<file path="src/rtl/imem_issue_buf.sv">
// imem_issue_buf: in-order issue buffer between the memory issue queue and
// the load/store unit. Accepts up to two ops per cycle (lane 0 older) and
// presents one entry per cycle to the LSU from a circular buffer.
// Optional feature: define IMEM_ISSUE_BYPASS_EN to let lane 0 go straight
// to the LSU in the same cycle when the buffer is empty.

package imem_issue_buf_pkg;

    typedef struct packed {
        logic        valid;
        logic [31:0] pc;
        logic [4:0]  rd;
        logic        is_store;
    } issue_entry_t;

    typedef struct packed {
        issue_entry_t entry;
    } read_resp_t;

endpackage

module imem_issue_buf
    import imem_issue_buf_pkg::*;
#(
    parameter int DEPTH = 4
) (
    input  logic                   clk,
    input  logic                   reset,
    input  logic                   flush,
    input  read_resp_t [1:0]       read,
    output logic                   stall,
    output logic                   mem_valid,
    output issue_entry_t           mem_entry,
    input  logic                   mem_ready
);

    localparam int AW = $clog2(DEPTH);
    localparam int PW = AW + 1;
    localparam int CW = $clog2(DEPTH + 1);

    logic [PW-1:0] head_q, head_d;
    logic [PW-1:0] tail_q, tail_d;
    logic [CW-1:0] count_q, count_d;
    issue_entry_t  buf_q [DEPTH];

    logic          acc0, acc1;
    logic          byp, byp_take;
    logic          buf_valid, pop;
    logic          wr0, wr1;
    logic [AW-1:0] widx0, widx1;

    // Fewer than two free slots means a two-lane push could overflow, so stall.
    assign stall = flush | (count_q > CW'(DEPTH - 2));

    assign acc0 = ~stall & read[0].entry.valid;
    assign acc1 = acc0 & read[1].entry.valid;

`ifdef IMEM_ISSUE_BYPASS_EN
    // Empty buffer: lane 0 is shown to the LSU in the cycle it arrives.
    assign byp      = (count_q == '0) & acc0;
    assign byp_take = byp & mem_ready;
`else
    assign byp      = 1'b0;
    assign byp_take = 1'b0;
`endif

    assign buf_valid = (count_q != '0) & ~flush;
    assign pop       = buf_valid & mem_ready;
    assign mem_valid = buf_valid | byp;
    assign mem_entry = byp ? read[0].entry : buf_q[head_q[AW-1:0]];

    // A bypassed lane 0 that the LSU takes immediately never occupies a slot.
    assign wr0   = acc0 & ~byp_take;
    assign wr1   = acc1;
    assign widx0 = tail_q[AW-1:0];
    assign widx1 = widx0 + AW'(wr0);

    // Next-state for pointers and occupancy; flush empties the buffer.
    always_comb begin
        head_d  = head_q + PW'(pop);
        tail_d  = tail_q + PW'(wr0) + PW'(wr1);
        count_d = count_q + CW'(wr0) + CW'(wr1) - CW'(pop);
        if (flush) begin
            head_d  = '0;
            tail_d  = '0;
            count_d = '0;
        end
    end

    // Pointer/count registers; reset wins over everything else.
    always_ff @(posedge clk) begin
        if (reset) begin
            head_q  <= '0;
            tail_q  <= '0;
            count_q <= '0;
        end else begin
            head_q  <= head_d;
            tail_q  <= tail_d;
            count_q <= count_d;
        end
    end

    // Entry storage, written in lane order at the tail; contents need no reset.
    always_ff @(posedge clk) begin
        if (!reset && !flush) begin
            if (wr0) buf_q[widx0] <= read[0].entry;
            if (wr1) buf_q[widx1] <= read[1].entry;
        end
    end

    // Pointer distance (with the extra MSB) must always equal the occupancy.
    always_ff @(posedge clk) begin
        if (!reset) begin
            assert ((tail_q - head_q) == PW'(count_q));
        end
    end

endmodule

</file>
<file path="config.mk">
export PLATFORM = sky130hd
export DESIGN_NAME = imem_issue_buf
export DESIGN_NICKNAME = d
export VERILOG_FILES = /design/src/rtl/imem_issue_buf.sv
export SDC_FILE = /design/constraint.sdc
export NUM_CORES = 1
export LEC_CHECK = 0
export CAP_MARGIN = 20
export CORE_ASPECT_RATIO = 0.5
export CORE_MARGIN = 3
export CORE_UTILIZATION = 55
export DETAILED_ROUTE_END_ITERATION = 7
export GPL_TIMING_DRIVEN = 1
export PLACE_DENSITY = 0.8
export SYNTH_ARGS = -nofsm -noshare
export SYNTH_HDL_FRONTEND = slang
export SYNTH_SLANG_ARGS = --single-unit
</file>
<file path="constraint.sdc">
create_clock -name clk -period 10.59 [get_ports clk]
set_clock_uncertainty 0.15 [all_clocks]
set_input_delay 2.6475 -clock clk [delete_from_list [all_inputs] [get_ports clk]]
set_output_delay 2.6475 -clock clk [all_outputs]
set_load 0.02 [all_outputs]
</file>
==> results of run 1 <==
-- registers in the layout, indices dropped and copies added, names as in the netlist --
| register | count |
|---|---|
| buf_q | 156 |
| count_q | 3 |
| head_q | 2 |
| tail_q | 2 |
-- cells by family after synthesis --
family / share of synthesized area [%]
xor gates and xnor gates: 0.5390
and+or+nand+nor: 2.155
adders and majority gates: 1.170
AOI/OAI and AO/OA: 0.6160
DFF: 59.37
buffers and inverters: 2.494
muxes: 33.66
-- path summary, 6_finish.rpt --
kind,end,slack [ps]
worst max-delay path,stall,3720
worst min-delay path,tail_q[1],470
worst max register to register,buf_q[0][19],6990
worst min register to register,tail_q[1],470
-- through the flow --
step | setup WS [ps] | instances | cell area (um^2) | util, % | power, mW
2_1_floorplan | 2876 | 433 | 8127 | - | 0.8175
3_3_place_gp | 3760 | 723 | 9478 | 67.69 | 0.8867
3_5_place_dp | 3729 | 723 | 9478 | 67.69 | 0.8898
4_1_cts | 3708 | 754 | 10060 | 71.83 | 1.490
5_1_grt | 3673 | 755 | 10080 | 71.98 | 1.524
6_report | 3723 | 755 | 10080 | 71.98 | 1.481
-- tightest hold or removal path: stages, from the launching register on --
cell and delay (ps):
sky130_fd_sc_hd__dfxtp_1 410, sky130_fd_sc_hd__nand2_1 100, sky130_fd_sc_hd__mux2i_1 60
-- per-layer routing --
metal,vias to the layer above,global-route usage (%)
li1,1999,-
met1,2239,28.40
met2,136,35.69
met3,5,4.177
met4,0,6.462
met5,-,0
-- layout make-up --
class | count | area, um^2
clock inverters | 14 | 153.9
fillers | 890 | 3924
inverters | 6 | 22.52
flip-flops and latches | 163 | 4830
clock buffers | 17 | 425.4
well taps | 192 | 240.2
multi-input cells | 236 | 3134
repair buffers | 127 | 1271
-- layout by cell type, fill, tap and decap left out, types with 3 or more instances in the layout --
cell,count
sky130_fd_sc_hd__nand2_1,3
sky130_fd_sc_hd__mux2_2,116
sky130_fd_sc_hd__buf_4,4
sky130_fd_sc_hd__mux2_4,36
sky130_fd_sc_hd__and2_1,5
sky130_fd_sc_hd__dfxtp_1,5
sky130_fd_sc_hd__xnor2_1,3
sky130_fd_sc_hd__clkdlybuf4s50_1,122
sky130_fd_sc_hd__inv_1,6
sky130_fd_sc_hd__mux4_2,39
sky130_fd_sc_hd__ha_1,6
sky130_fd_sc_hd__clkinvlp_4,7
sky130_fd_sc_hd__nor2_1,3
sky130_fd_sc_hd__inv_6,3
sky130_fd_sc_hd__clkbuf_16,17
sky130_fd_sc_hd__edfxtp_1,156
sky130_fd_sc_hd__nor3_1,3
-- power by group --
group	switching [mW]	total (mW)	internal, mW
clock network	0.256	0.604	0.348
registers	0.00538	0.727	0.721
logic	0.0625	0.150	0.0872
==> metrics, run 1 <==
endpoint kind of the worst setup timing path=primary output; leading post-synthesis cells by cell area=sky130_fd_sc_hd__edfxtp_1, sky130_fd_sc_hd__mux2_2, sky130_fd_sc_hd__mux4_2; global placer's final weighted congestion=0.7072; routed wire length on met2=8.690 mm; WL/cell=21.92 um; maximum number of buffers from clock root to sink=2; maximum clock frequency=0.1456 GHz; cell family contributing the most delay on the critical path=buffers and inverters; synthesized instance count=433; Bufs and invs on worst path=3; share of Yosys cell area claimed by the top area cell type=57.64%; critical path's most frequent cell=sky130_fd_sc_hd__clkdlybuf4s50_1; number of vias in the routed layout=4379; relative slew slack=42.34%; most numerous cell in the Yosys netlist=sky130_fd_sc_hd__edfxtp_1; measured slew at the worst slew-check pin=864.9 ps; vias in the first global route=4827; portion of the post-synthesis area used by sequential elements=59.37%; Slew Limit Fails=0; Synth Warn #=0; R2R Path Start=count_q[1]; asr flop ratio synth=0%; number of buffers inserted by hold repair at cts=0; layout overhead on the synthesized area=24.00%; distinct cell type count after synthesis=33; dominant cell type by area after synthesis=sky130_fd_sc_hd__edfxtp_1; layout net count=640; area of the mapped netlist=0.008127 mm^2; count of unresolved DRC violations after routing=0; Port Buffers=122; HPWL reported at the end of detailed placement=9.553 mm; leftover overflow at the end of global routing=0; Reg2Reg Depth=8; worst hold path startpoint=tail_q[1]; number of violations reported at the end of detailed-routing iteration 0=295; pwr/cell area=146.9 mW/mm^2; minimum clock period after layout=6867 ps; source-to-sink clock delay at the later pin of the worst-skew pair=420 ps; routed metal-1 wire length=6.828 mm; period utilization=64.84%; routed length on met3=956 um; final hold viol count=0; prevailing post-synth register cell=sky130_fd_sc_hd__edfxtp_1; number of cells on the worst hold path=2; kind of start point of the critical path=input pin; launch point of the critical path=flush; Inserted Clock Buffers=17; RSZ-0062 raised after global routing=no; Horiz. Die Dim=177.9 um; IR Drop Worst-Case VDD=0.1182 mV; critical path arrival=4070 ps; H-tree depth=4; final hold slack=471.8 ps; count of nets left with antenna violations after detail routing=0; mean instance size in the synthesized netlist=18.77 um^2; antenna violations before repair=0; first-pass GRT wire length=26.17 mm; setup_tns=0 ps; most frequent cells after synthesis=sky130_fd_sc_hd__edfxtp_1, sky130_fd_sc_hd__mux2_2, sky130_fd_sc_hd__mux4_2; slowest cell delay on critical path=630 ps; leakage dissipation=3.459 nW; largest fanout of any net on the critical path=6; final number of setup-violating endpoints=0; sinks on the clock net=163; Initial Utilization=58.04%; fraction of layout instances using a drive strength above 1=42.45%; drt pass-1 iters=5; Die Ht=91.95 um; PostCTS Resize Cnt=0; total of flip-flops plus latches after synthesis=163; number of synthesized flops with an enable pin=156; class of the most critical hold timing path=flip-flop to flip-flop; clock tree from TritonCTS=done; global-route usage over all layers=21.29%; pin count of the biggest net entering global routing=41; routed wire length=16.55 mm; Post-CTS Repair Setup Buffers=0; count of standard-cell rows=30; number of maximum-capacitance constraint violations=0; logic depth of the worst setup path including buffers=4; data required time at the worst endpoint=7790 ps; highest metal layer with signal wires=met4; number of top-level pins=123; run status=finished, final reports clean; vias per cell=5.800; Antenna Diode Count=0; cell breakdown of the critical path=clkdlybuf4s50_1 -> inv_1 -> o21ai_0 -> clkdlybuf4s50_1; core region area=0.01400 mm^2; register clock-pin slew on the reported worst setup and hold paths=60 ps; Die Area=0.01636 mm^2; CP Class=input pin to primary output; total nets after synthesis=522; highest-delay cell along the critical path=sky130_fd_sc_hd__clkdlybuf4s50_1; Clock Root Buffer=sky130_fd_sc_hd__clkbuf_16
Note: power is estimated with default switching activity, not from simulation.
==> run 2, diff against run 1 <==
Settings changed: CORE_UTILIZATION 55 to 49, PLACE_DENSITY 0.8 to 0.75.
Clock period 10.59 ns to 5.9 ns, I/O delays scaled along.
==> run 2 against run 1 <==
Effect of this change:
- cell area is 0.83% higher
- die area up 12%
- critical path depth did not move
- highest routed layer unchanged
==> metrics, run 2 (synthesis results as in run 1) <==
cell breakdown of the critical path=clkdlybuf4s50_1 -> inv_1 -> o21ai_0 -> clkdlybuf4s50_1; Reg2Reg Depth=8 (unchanged); critical path arrival=2910 ps (-1160 ps); number of vias in the routed layout=4372 (-0.16%); count of nets left with antenna violations after detail routing=0 (unchanged); number of violations reported at the end of detailed-routing iteration 0=303 (+2.7%); Bufs and invs on worst path=3 (unchanged); most frequent cells in the layout=sky130_fd_sc_hd__edfxtp_1, sky130_fd_sc_hd__clkdlybuf4s50_1, sky130_fd_sc_hd__mux2_2; CP Class=input pin to primary output; PostCTS Resize Cnt=0 (unchanged); measured slew at the worst slew-check pin=882.2 ps (+17.34 ps); final hold viol count=0 (unchanged); cell family contributing the most delay on the critical path=buffers and inverters; leakage dissipation=3.483 nW (+0.69%); Post-CTS Repair Setup Buffers=0 (unchanged); number of flip-flops under the largest register name=156 (unchanged); antenna violations before repair=0 (unchanged); leftover overflow at the end of global routing=0 (unchanged); Slew Limit Fails=0 (unchanged); setup_tns=0 ps (unchanged); Antenna Diode Count=0 (unchanged); run status=finished, final reports clean; number of cells on the worst hold path=2 (unchanged); Largest regs=buf_q x156, count_q x3; vias per cell=5.562 (-4.1%); slowest cell delay on critical path=640 ps (about the same); count of standard-cell rows=32 (+6.7%); most common library cell in the layout ignoring fill and taps=sky130_fd_sc_hd__edfxtp_1; final number of setup-violating endpoints=0 (unchanged); Port Buffers=122 (unchanged); core region area=0.01582 mm^2 (+13%); WL/cell=21.74 um (-0.85%); data required time at the worst endpoint=4280 ps (-3510 ps); minimum clock period after layout=4535 ps; relative slew slack=40.96% (-1.4 points); layout net count=641 (+0.16%); logic depth of the worst setup path including buffers=4 (unchanged); endpoint kind of the worst setup timing path=primary output; number of buffers inserted by hold repair at cts=0 (unchanged); maximum clock frequency=0.2205 GHz; count of unresolved DRC violations after routing=0 (unchanged); kind of start point of the critical path=input pin; IR Drop Worst-Case VDD=0.1936 mV (+64%); global placer's final weighted congestion=0.8077 (+14%); maximum number of buffers from clock root to sink=2 (unchanged); layout overhead on the synthesized area=25.03%; RSZ-0062 raised after global routing=no; final hold slack=514.6 ps (+42.79 ps); number of maximum-capacitance constraint violations=0 (unchanged); Reg with most FFs=buf_q; H-tree depth=4 (unchanged); pin count of the biggest net entering global routing=41 (unchanged); Die Ht=97.07 um (+5.6%); register clock-pin slew on the reported worst setup and hold paths=60 ps (about the same); Horiz. Die Dim=188.1 um (+5.7%); Initial Utilization=51.38% (-6.7 points); first-pass GRT wire length=26.95 mm (+3.0%); period utilization=76.86%; largest fanout of any net on the critical path=6 (unchanged); highest-delay cell along the critical path=sky130_fd_sc_hd__clkdlybuf4s50_1; vias in the first global route=4769 (-1.2%); Inserted Clock Buffers=17 (unchanged); class of the most critical hold timing path=flip-flop to flip-flop; routed wire length=17.09 mm (+3.2%); pwr/cell area=263.1 mW/mm^2 (+79%); clock tree from TritonCTS=done; drt pass-1 iters=5 (unchanged); HPWL reported at the end of detailed placement=10.11 mm (+5.8%); number of top-level pins=123 (unchanged); critical path's most frequent cell=sky130_fd_sc_hd__clkdlybuf4s50_1; global-route usage over all layers=19.23% (-2.1 points); Die Area=0.01826 mm^2 (+12%); Clock Root Buffer=sky130_fd_sc_hd__clkbuf_16; sinks on the clock net=163 (unchanged); fraction of layout instances using a drive strength above 1=42.48% (about the same); source-to-sink clock delay at the later pin of the worst-skew pair=420 ps (about the same)
## run 2: cell count changes in the layout (fill, tap and decap cells not counted), sizes merged
| cell | before | now |
|---|---|---|
| buf | 5 | 6 |
| clkinvlp | 7 | 4 |
| clkinv | 1 | 3 |
| clkbuf | 17 | 19 |
## run 2: routing by layer
metal	GRT usage (%)	share of wire, %	routed length [um]	up-vias
li1	-	-	-	1997
met1	25.40	44	7553	2235
met2	32.75	50	8498	133
met3	4.036	5.6	950	7
met4	5.069	0.48	82	0
met5	0	0	0	-
## run 2: worst reg2reg max path, stage by stage (launching register included)
cell                      delay, ps
sky130_fd_sc_hd__dfxtp_1        350
sky130_fd_sc_hd__inv_1           80
sky130_fd_sc_hd__ha_1           230
sky130_fd_sc_hd__o211a_1        310
sky130_fd_sc_hd__ha_1           350
sky130_fd_sc_hd__inv_1           70
sky130_fd_sc_hd__or4_4          860
sky130_fd_sc_hd__o31ai_4        180
sky130_fd_sc_hd__buf_4          510
## run 2: final cells by class
type / instances / area, um^2
fill: 1114 / 5654
inverter: 6 / 22.52
clock buffer: 19 / 432.9
multi-input combinational: 236 / 3146
timing repair buffer: 128 / 1304
clock inverter: 13 / 150.1
sequential: 163 / 4830
tap: 221 / 276.5
## run 2: final timing paths
check / end / slack, ps / start
max: stall / 1370 / flush
min: count_q[0] / 510 / count_q[0]
max reg2reg: buf_q[3][20] / 2410 / count_q[1]
min reg2reg: count_q[0] / 510 / count_q[0]
## run 2: power breakdown
part / switching [mW] / internal [mW] / total, mW
combinational: 0.114 / 0.158 / 0.272
sequential: 0.0103 / 1.29 / 1.30
clock: 0.466 / 0.631 / 1.10
total: 0.590 / 2.08 / 2.67
## run 2: through the flow
stage	util [%]	instances	instance area [um^2]	power, mW	setup WS, ps
2_1_floorplan	-	433	8134	1.467	438.5
3_3_place_gp	60.44	753	9558	1.597	1018
3_5_place_dp	60.44	753	9558	1.602	968.6
4_1_cts	64.12	785	10140	2.690	1363
5_1_grt	64.25	786	10160	2.753	1244
6_report	64.25	786	10160	2.673	1365
==> run 3, diff against run 2 <==
Clock period 5.9 ns to 3.72 ns, I/O delays scaled along.
==> run 3 against run 2 <==
Effect of this change:
- register-to-register slack worse by 1600 ps
- final cell count increased by 2.7%
- die area did not move
- worst hold slack got worse by 15 ps
- worst setup slack lost 1100 ps
- clock power is 52% higher
- wire length rose by 0.23%
- first-iteration DRC count down 23%
- via count increased by 1.1%
- flip-flop and latch count unchanged
- critical path type is now flip-flop to primary output
- critical endpoint is now mem_entry[35]
- largest cell class unchanged
==> metrics, run 3 (synthesis results as in run 1) <==
run status=finished, final reports clean; Post-CTS Repair Setup Buffers=0 (unchanged); register clock-pin slew on the reported worst setup and hold paths=70 ps (about the same); class of the most critical hold timing path=flip-flop to flip-flop; pin count of the biggest net entering global routing=21 (-49%); final total power=4.187 mW (+57%); global-route usage over all layers=19.21% (about the same); number of top-level pins=123 (unchanged); clock tree from TritonCTS=done; source-to-sink clock delay at the later pin of the worst-skew pair=410 ps (about the same); Placed Cells=775 (+2.9%); pwr/cell area=401.9 mW/mm^2 (+53%); Clock Root Buffer=sky130_fd_sc_hd__clkbuf_16; power dissipated by switching net loads=0.9416 mW (+60%); Sequential cell area=0.004830 mm^2 (unchanged); minimum clock period after layout=3447 ps; Power Internal=3.245 mW (+56%); core region area=0.01582 mm^2 (unchanged); Reg with most FFs=buf_q; relative slew slack=28.64% (-12 points); largest fanout of any net on the critical path=14 (+8); endpoint kind of the worst setup timing path=primary output; layout net count=662 (+3.3%); leakage dissipation=3.619 nW (+3.9%); area used by multi-input combinational logic=0.003146 mm^2 (unchanged); number of non-filler instances in the completed layout=807 (+2.7%); number of flip-flops under the largest register name=156 (unchanged); WL/cell=21.22 um (-2.4%); Die Area=0.01826 mm^2 (unchanged); RSZ-0062 raised after global routing=no; vias per cell=5.477 (-1.5%); data required time at the worst endpoint=2640 ps (-1640 ps); Initial Utilization=51.38% (unchanged); share of power burned in the clock network=40.0% (-1.0 points); Antenna Diode Count=0 (unchanged); number of maximum-capacitance constraint violations=0 (unchanged); drt pass-1 iters=4 (-1); first-pass GRT wire length=26.85 mm (-0.39%); sequential fraction of design power=49.3% (+0.5 points); layout overhead on the synthesized area=28.19%; fraction of layout instances using a drive strength above 1=44.54% (+2.1 points); combinational power share=10.7% (+0.5 points); Die Ht=97.07 um (unchanged); kind of start point of the critical path=flip-flop; leftover overflow at the end of global routing=0 (unchanged); period utilization=92.67%; maximum number of buffers from clock root to sink=2 (unchanged); count of nets left with antenna violations after detail routing=0 (unchanged); count of standard-cell rows=32 (unchanged); vias in the first global route=4708 (-1.3%); IR Drop Worst-Case VDD=0.2997 mV (+55%); antenna violations before repair=0 (unchanged); Slew Limit Fails=0 (unchanged); H-tree depth=4 (unchanged); most common library cell in the layout ignoring fill and taps=sky130_fd_sc_hd__edfxtp_1; global placer's final weighted congestion=0.8038 (-0.48%); number of violations reported at the end of detailed-routing iteration 0=234 (-23%); critical path arrival=2370 ps (-540 ps); PostCTS Resize Cnt=0 (unchanged); maximum clock frequency=0.2901 GHz; final number of setup-violating endpoints=0 (unchanged); measured slew at the worst slew-check pin=1067 ps (+184.5 ps); most frequent cells in the layout=sky130_fd_sc_hd__edfxtp_1, sky130_fd_sc_hd__clkdlybuf4s50_1, sky130_fd_sc_hd__mux2_2; Horiz. Die Dim=188.1 um (unchanged); number of buffers inserted by hold repair at cts=0 (unchanged); CP Class=flip-flop to primary output; Largest regs=buf_q x156, count_q x3; switching part of the total power=22.49% (+0.42 points); count of unresolved DRC violations after routing=0 (unchanged); FILL cells=1128 (+1.3%); HPWL reported at the end of detailed placement=10.85 mm (+7.4%); sinks on the clock net=163 (unchanged); final hold viol count=0 (unchanged); routed wire length=17.13 mm (+0.23%); Inserted Clock Buffers=17 (unchanged); number of vias in the routed layout=4420 (+1.1%); Port Buffers=122 (unchanged)
[run 3: changes by cell type in the layout (fill, tap and decap cells not counted)]
cell and change:
sky130_fd_sc_hd__bufinv_16 -1, sky130_fd_sc_hd__inv_6 +2, sky130_fd_sc_hd__clkbuf_1 -1, sky130_fd_sc_hd__buf_4 +11, sky130_fd_sc_hd__inv_8 -1, sky130_fd_sc_hd__clkinv_1 +1
sky130_fd_sc_hd__buf_12 +10, sky130_fd_sc_hd__clkinv_2 +1, sky130_fd_sc_hd__clkinvlp_4 -1
[run 3: final timing paths]
path / slack [ps] / endpoint / from / cells after the start
setup / recovery: 270 / mem_entry[35] / head_q[0] / 3
hold / removal: 500 / tail_q[1] / tail_q[1] / 2
setup reg to reg: 810 / buf_q[1][33] / count_q[1] / 8
hold reg to reg: 500 / tail_q[1] / tail_q[1] / 2
[run 3: cell type report]
type                            instances  area share [%]
Inverter                                6          0.2162
Timing Repair Buffer                  149           15.23
Clock buffer                           18           4.120
Clock inverter                         14           1.225
Tap cell                              221           2.654
Sequential cell                       163           46.36
Multi-Input combinational cell        236           30.19
[run 3: critical path: stages (launching register included)]
cell and delay [ps]:
sky130_fd_sc_hd__dfxtp_4 560, sky130_fd_sc_hd__buf_4 280, sky130_fd_sc_hd__mux4_2 550, sky130_fd_sc_hd__clkdlybuf4s50_1 560
[run 3: stage by stage]
stage / utilization (%) / TNS [ps] / hold WS, ps / setup WS, ps / area, um^2
after detailed placement: 62.35 / 0 / 463.5 / 97.40 / 9861
final: 65.87 / 0 / 500.0 / 272.6 / 10420
after global routing: 65.87 / 0 / 532.7 / 145.6 / 10420
after CTS: 65.87 / 0 / 497.4 / 206.7 / 10420
after floorplan: - / -16070 / 380.2 / -412.1 / 8145
after global placement: 62.35 / 0 / 467.0 / 143.3 / 9861
[run 3: power by group through the flow]
stage | sequential [mW] | combinational [mW] | clock, mW
3_5_place_dp | 2.11 | 0.448 | 0
5_1_grt | 2.07 | 0.480 | 1.77
2_1_floorplan | 2.10 | 0.223 | 0
6_report | 2.07 | 0.448 | 1.67
3_3_place_gp | 2.10 | 0.441 | 0
4_1_cts | 2.07 | 0.452 | 1.70
[run 3: layer usage]
layer,global-route usage [%],share of wire (%),up-vias
met3,4.180,4.6,14
met1,24.64,42,2251
li1,-,-,2046
met5,0,0,-
met4,4.320,0.96,0
met2,33.81,52,109
